File: src/rtl/conv_seq_ctrl.sv
// conv_seq_ctrl: sequencer for a column-buffered convolution engine.
// It loads N+2 image columns into the column memories, then streams one
// column of reads to the convolution lanes. Later blocks reload only N
// columns because the two overlap columns are kept, and a frame ends after
// the requested number of column blocks.
//
// Ports
//   clk        rising-edge clock
//   rst        synchronous active-high reset
//   i_start    one-cycle frame start request (sampled in IDLE only)
//   i_imgLen   rows per column, latched at start (must be >= 3)
//   i_nBlocks  column blocks per frame, latched at start (must be != 0)
//   i_valid    host pixel valid
//   i_ready    downstream accepts a convolution read
//   o_ready    pixel accepted this cycle when i_valid=1 (LOAD only)
//   o_WAddr    column-memory write address (row counter)
//   o_RAddr    column-memory read address (read counter)
//   o_sop      first pixel of a column, on the accepted pixel
//   o_eop      last pixel of a column, on the accepted pixel
//   o_chblk    one-cycle block-change pulse
//   o_rdEn     o_RAddr is valid and consumed this cycle
//   o_busy     high whenever the sequencer is not idle
//   o_done     one-cycle frame-complete pulse
module conv_seq_ctrl #(
    parameter int N         = 2,
    parameter int BITS_ADDR = 10,
    parameter int BITS_BLK  = 8
) (
    input  logic                 clk,
    input  logic                 rst,
    input  logic                 i_start,
    input  logic [BITS_ADDR-1:0] i_imgLen,
    input  logic [BITS_BLK-1:0]  i_nBlocks,
    input  logic                 i_valid,
    input  logic                 i_ready,
    output logic                 o_ready,
    output logic [BITS_ADDR-1:0] o_WAddr,
    output logic [BITS_ADDR-1:0] o_RAddr,
    output logic                 o_sop,
    output logic                 o_eop,
    output logic                 o_chblk,
    output logic                 o_rdEn,
    output logic                 o_busy,
    output logic                 o_done
);

    localparam int CW = $clog2(N + 3);
    localparam logic [BITS_ADDR-1:0] ONE_A   = BITS_ADDR'(1);
    localparam logic [BITS_ADDR-1:0] MIN_LEN = BITS_ADDR'(3);
    localparam logic [BITS_BLK-1:0]  ONE_B   = BITS_BLK'(1);
    localparam logic [CW-1:0]        ONE_C   = CW'(1);

    typedef enum logic [2:0] {
        S_IDLE,
        S_LOAD,
        S_CONV,
        S_CHBLK,
        S_DONE
    } state_t;

    state_t               state;
    logic [BITS_ADDR-1:0] img_len;
    logic [BITS_BLK-1:0]  n_blk;
    logic [BITS_ADDR-1:0] row;
    logic [BITS_ADDR-1:0] rd;
    logic [BITS_BLK-1:0]  blk;
    logic [CW-1:0]        col;

    logic [CW-1:0]        col_target;
    logic                 last_row;
    logic                 last_rd;
    logic                 in_load;
    logic                 in_conv;

    // The first block of a frame has no retained overlap columns.
    assign col_target = (blk == '0) ? CW'(N + 2) : CW'(N);
    assign last_row   = (row == img_len - ONE_A);
    assign last_rd    = (rd == img_len - ONE_A);
    assign in_load    = (state == S_LOAD);
    assign in_conv    = (state == S_CONV);

    always_ff @(posedge clk) begin
        if (rst) begin
            state   <= S_IDLE;
            img_len <= '0;
            n_blk   <= '0;
            row     <= '0;
            rd      <= '0;
            blk     <= '0;
            col     <= '0;
        end else begin
            case (state)
                S_IDLE: begin
                    if (i_start && (i_imgLen >= MIN_LEN) && (i_nBlocks != '0)) begin
                        img_len <= i_imgLen;
                        n_blk   <= i_nBlocks;
                        row     <= '0;
                        rd      <= '0;
                        blk     <= '0;
                        col     <= '0;
                        state   <= S_LOAD;
                    end
                end
                S_LOAD: begin
                    if (i_valid) begin
                        row <= last_row ? '0 : row + ONE_A;
                        if (last_row) begin
                            col <= col + ONE_C;
                            if (col + ONE_C == col_target) begin
                                state <= S_CONV;
                            end
                        end
                    end
                end
                S_CONV: begin
                    if (i_ready) begin
                        if (last_rd) begin
                            rd    <= '0;
                            state <= S_CHBLK;
                        end else begin
                            rd <= rd + ONE_A;
                        end
                    end
                end
                S_CHBLK: begin
                    blk   <= blk + ONE_B;
                    row   <= '0;
                    col   <= '0;
                    rd    <= '0;
                    state <= (blk + ONE_B == n_blk) ? S_DONE : S_LOAD;
                end
                S_DONE: begin
                    state <= S_IDLE;
                end
                default: begin
                    state <= S_IDLE;
                end
            endcase
        end
    end

    // Outputs come from registered state; only the handshake inputs qualify them.
    assign o_ready = in_load;
    assign o_WAddr = row;
    assign o_RAddr = rd;
    assign o_sop   = in_load && i_valid && (row == '0);
    assign o_eop   = in_load && i_valid && last_row;
    assign o_chblk = (state == S_CHBLK);
    assign o_rdEn  = in_conv && i_ready;
    assign o_busy  = (state != S_IDLE);
    assign o_done  = (state == S_DONE);

endmodule

File: config.mk
export PLATFORM = sky130hd
export DESIGN_NAME = conv_seq_ctrl
export DESIGN_NICKNAME = d
export VERILOG_FILES = /design/src/rtl/conv_seq_ctrl.sv
export SDC_FILE = /design/constraint.sdc
export NUM_CORES = 1
export LEC_CHECK = 0
export BUFFER_PORTS_ARGS = -buffer_cell sky130_fd_sc_hd__buf_2
export CORE_MARGIN = 2
export CORE_UTILIZATION = 55
export DETAILED_ROUTE_END_ITERATION = 8
export PLACE_DENSITY_LB_ADDON = 0.12
export SETUP_SLACK_MARGIN = 0.1
export SLEW_MARGIN = 0
export SYNTH_ARGS = -nofsm -noshare
export SYNTH_HDL_FRONTEND = slang
export SYNTH_SLANG_ARGS = --single-unit
File: constraint.sdc
create_clock -name clk -period 6.6 [get_ports clk]
set_clock_uncertainty 0.1 [all_clocks]
set_input_delay 1.98 -clock clk [delete_from_list [all_inputs] [get_ports clk]]
set_output_delay 1.98 -clock clk [all_outputs]
set_load 0.02 [all_outputs]
; ---- Yosys cells after proc, flatten, opt, wreduce, memory -nomap -nowiden
; Cells that the tools add are included.
; Widths: inputs -> output; s select.
[op_classes]
magnitude_cmp = 1
eq_ne = 14
mux = 22
add_sub_neg = 5
n_reduce_logical = 20
[op_table]
columns = operator, n
row1 = $pmux 10 s3, 2
row2 = $mux 10, 5
row3 = $mux 3, 11
row4 = $add 10x1->10 const B, 2
row5 = $eq 10x10->1, 2
row6 = $pmux 8 s2, 1
row7 = $pmux 3 s4, 1
row8 = $ge 10x2->1 const B, 1
row9 = $logic_not 10->1, 1
row10 = $ne 2x2->1 const B, 5
row11 = $sub 10x1->10 const B, 1
row12 = $pmux 3 s3, 1
row13 = $reduce_bool 3->1, 3
row14 = $add 8x1->8 const B, 1
row15 = $eq 8x8->1, 1
row16 = $logic_not 8->1, 1
row17 = $mux 8, 1
row18 = $reduce_bool 8->1, 1
row19 = $eq 3x2->1 const B, 2
row20 = $logic_and 1x1->1, 6
row21 = $reduce_and 3->1, 2
row22 = $reduce_and 6->1, 1
row23 = $reduce_and 2->1, 2
row24 = $reduce_and 4->1, 1
row25 = 7 further kinds, 7
[totals]
regBits = 52
output_inout_bits = 27

; ---- Depth between registers and ports, before layout
[logic_depth]
ltp_word = 7
mapped_depth = 12
depth_no_buf = 9

; ---- Least setup slack after synthesis
; OpenSTA, ideal clock, no wires.
[synth_path]
path_kind = input -> output
startpoint = input port i_valid
endpoint = output port o_sop
t_required_ps = 4520
t_arrival_ps = 2539
cell_stages = 2
setup_slack_ps = 1981
cell_sequence = nand3_1 nor3_1
[synth_via]
elab_chain_cells = 2
[synth_rtl]
columns = element, line_no
row1 = start: declaration, 34  ; input logic i_valid,
row2 = $logic_and 1x1->1 (2 in series), 146  ; assign o_sop = in_load && i_valid && (row == '0);
row3 = end: declaration, 39  ; output logic o_sop,
; No other way between the ends.

; ---- Worst setup path in the final report
[layout_path]
startpoint = register img_len[0]
endpoint = output port o_eop
[layout_via]
elab_chain_cells = 3
[layout_rtl]
columns = element, line_no
row1 = start: declaration, 62  ; logic [BITS_ADDR-1:0] img_len;
row2 = start signal: assignment, 95  ; img_len <= i_imgLen;
row3 = $sub 10x1->10, 77  ; assign last_row = (row == img_len - ONE_A);
row4 = $eq 10x10->1, 77
row5 = $logic_and 1x1->1, 147  ; assign o_eop = in_load && i_valid && last_row;
row6 = end: declaration, 40  ; output logic o_eop,
; No other way between the ends.

==> results.md <==
* HPWL after DPL at 5.949 mm
* Fill cell count at about 590
* WL/cell at ~15 um
* Pwr/cell area at between 150 and 200 mW/mm^2
* Synth Instances at a little over 400
* Total Routing Usage GR at 0.2493
* Switching Power at ~220 uW
* Most frequent cell after synthesis: nor2_1
* Site Rows at 28
* Critical Path Max Stage Delay at between 0.4 and 0.5 ns
* Inserted Diodes at 0
* Sequential power share at 0.497
* #FFs+latches synth at 52
* Mean post-synth cell area at just over 8 sq um
* CTS tree: yes
* Vias in the first global route at between 2000 and 3000
* Die Span Y at ~83 um
* DRT Wirelength at ~8.0 mm
* Worst EP required at around 4.5 ns
* First-pass GRT wire length at 12.96 mm
* Internal power at approximately 480 uW
* DP Cell Count at 507
* Arrival time worst endpoint at between 3 and 4 ns
* Final GP Congestion at 0.9424
* Relative slew slack at 0.4804
* Vias at between 3000 and 4000
* GRT Residual Overflow at 0
* Crit-path cells: inv_1 > ha_1 > or4b_1 > nor2_1 > o32ai_1 > a2111oi_4 > and3_1 > and3_2 > buf_2
* Clock power frac at 0.284
* Peak supply drop at 0.1357 mV
* Max Cap Viol at 0
* Setup-failing EPs final at 0
* CTS clk-pin slew, worst paths at 0.10 ns
* Critical path launch point type: flop
* Synth unique cells at 64
* Nets at around 470
* Ys flop type: dfxtp_1
* Die width at about 83 um
* Comb pwr share at 0.219
* WS Path Type: reg -> out
* Slowest cell on the critical path: or4b_1
* PortBufs at 49
* Number of antenna-violating nets in the routed design at 0
* CTS Sinks at 52
* Hold Fails Final Rpt at 0
* First drt pass iteration count at 4
* I/O pin count at 50
* Post-synthesis sequential area ratio at 0.3066
* Commonest cells post-synth: nor2_1 (55), dfxtp_1 (52), xnor2_1 (24), nand2_1 (23), xor2_1 (23)
* WP buf/inv at 2
* CP endpoint kind: output port
* Status: completed
* Core area at just under 0.006 sq mm
* Power Total at approximately 700 uW
* Initial core utilization at 0.5702
* P&R area growth vs syn at 8.806%
* Root buffer cell: clkbuf_8
* Largest cells by area after synthesis: dfxtp_1 (31%), xnor2_1 (6.2%), nor2_1 (6.1%)
* Die area at 0.006819 sq mm
* Hold Crit Class: reg -> reg
* CTS Buffer Depth at 2
* Mapped Nets at roughly 440
* Synth top area share at 0.3066
* Asr flop ratio synth at 0
* Initial drt markers at between 150 and 200
* Largest area contributor in the netlist: dfxtp_1
* Final worst-path cycle share at 0.7874
* Max FO, Critical Path at 9
* Post-CTS Resized at 0
* R2R Setup Slk at around 3.6 ns
* Residual DRC at 0
* Initial antenna violation count at 0
* RSZ-0062 raised after global routing: no
* Setup TNS at 0 ns
* Share of layout cells above drive strength 1 at 0.1750
* Maximum clock rate at ~190 MHz
* Cts hold-fix bufs at 0
* Clk_lat worst skew at between 0.3 and 0.4 ns
* Number of flops mapped to enable cells by yosys at 0
* Tmin final at slightly above 5 ns
* Leak pwr at between 0.0015 and 0.002 uW
* Sw Ratio at 0.3148
* Slew @ Worst Pin at 0.7747 ns
* Synthesized cell area at ~0.0034 sq mm
* H-tree levels at 2
* Max-slew violations at 0
* Via density at 5.897
* Synth warn at 0
* Setup repair bufs after CTS at 0
* Post-layout instance count excluding filler cells at 515
* Pin count of the biggest net entering global routing at 35
* Delay-heaviest family, CP: simple AND/OR/NAND/NOR gates
* Cts bufs inserted at 5
-- routing by layer --
layer | wire [um] | share of wire | up-vias | global-route usage
met5 | 0 | 0 | - | 0
met3 | 424 | 0.053 | 11 | 0.03804
li1 | - | - | 1509 | -
met1 | 4020 | 0.50 | 1427 | 0.3622
met4 | 121 | 0.015 | 0 | 0.07049
met2 | 3412 | 0.43 | 90 | 0.3815
-- cell families after synthesis --
family | count (synthesis) | synth area share
flip-flops | 52 | 0.3066
multiplexers | 19 | 0.05674
buffers and inverters | 43 | 0.05601
AND/OR/NAND/NOR | 175 | 0.2804
AO/OA/AOI/OAI | 68 | 0.1466
XOR/XNOR | 48 | 0.1279
adder cells (fa/ha/maj) | 7 | 0.02579
-- area by class of cell --
type,instances,area [sq um],share of cell area
clock inverter,1,7.507,0.002032
clock buffer,7,86.33,0.02337
sequential,52,1041,0.2817
tap,75,93.84,0.02540
inverter,13,48.80,0.01321
timing repair buffer,50,252.7,0.06840
multi-input combinational,317,2165,0.5858
-- per-stage QoR --
| stage | area, sq um | setup WS (ns) | hold WS, ns | util |
|---|---|---|---|---|
| global route | 3695 | 1.188 | 0.4235 | 0.6204 |
| floorplan | 3396 | 1.981 | 0.3533 | - |
| global placement | 3601 | 1.870 | 0.3691 | 0.6046 |
| detailed placement | 3601 | 1.786 | 0.3800 | 0.6046 |
| CTS | 3695 | 1.436 | 0.3936 | 0.6204 |
| finish | 3695 | 1.403 | 0.3908 | 0.6204 |
-- cell usage in the layout, fill, tap and decap left out, types with 3 or more instances in the layout --
master	n
buf_2	49
nor2_1	55
and3_1	7
a31oi_1	5
or3_1	5
a211oi_1	3
inv_1	13
dfxtp_1	52
nand2b_1	6
nand4_1	10
xor2_1	23
xnor2_1	24
nand3b_1	5
or4_1	3
mux2i_1	17
nor4_1	7
o21ai_0	13
nand2_1	23
nor3b_1	3
a21oi_1	19
ha_1	7
nand3_1	22
nor2b_1	4
clkbuf_8	6
nor3_1	12
-- power groups by stage --
stage / Clock [uW] / Sequential [uW] / Combinational (uW)
after floorplan: 0 / 342 / 131
after global placement: 0 / 354 / 149
after detailed placement: 0 / 354 / 152
after CTS: 201 / 347 / 153
after global routing: 212 / 350 / 168
final: 198 / 347 / 153
-- registers in the layout, summed over array words and instances (netlist names) --
signal   flops
img_len     10
n_blk        8
o_WAddr     10
col          3
state        3
blk          8
o_RAddr     10
-- worst paths after layout --
path,cells after the start,end,start
worst max-delay path,9,o_eop,img_len[0]$_SDFFE_PP0P_
worst min-delay path,2,col[1]$_SDFFE_PP0P_,col[1]$_SDFFE_PP0P_
worst max register to register,9,o_WAddr[0]$_SDFFE_PP0P_,img_len[0]$_SDFFE_PP0P_
worst min register to register,2,col[1]$_SDFFE_PP0P_,col[1]$_SDFFE_PP0P_
-- worst min-delay path: stages (launching register included) --
cell and delay (ns):
dfxtp_1 0.33, o21ai_0 0.07, a21oi_1 0.06
Note: power is estimated with default switching activity, not from simulation.
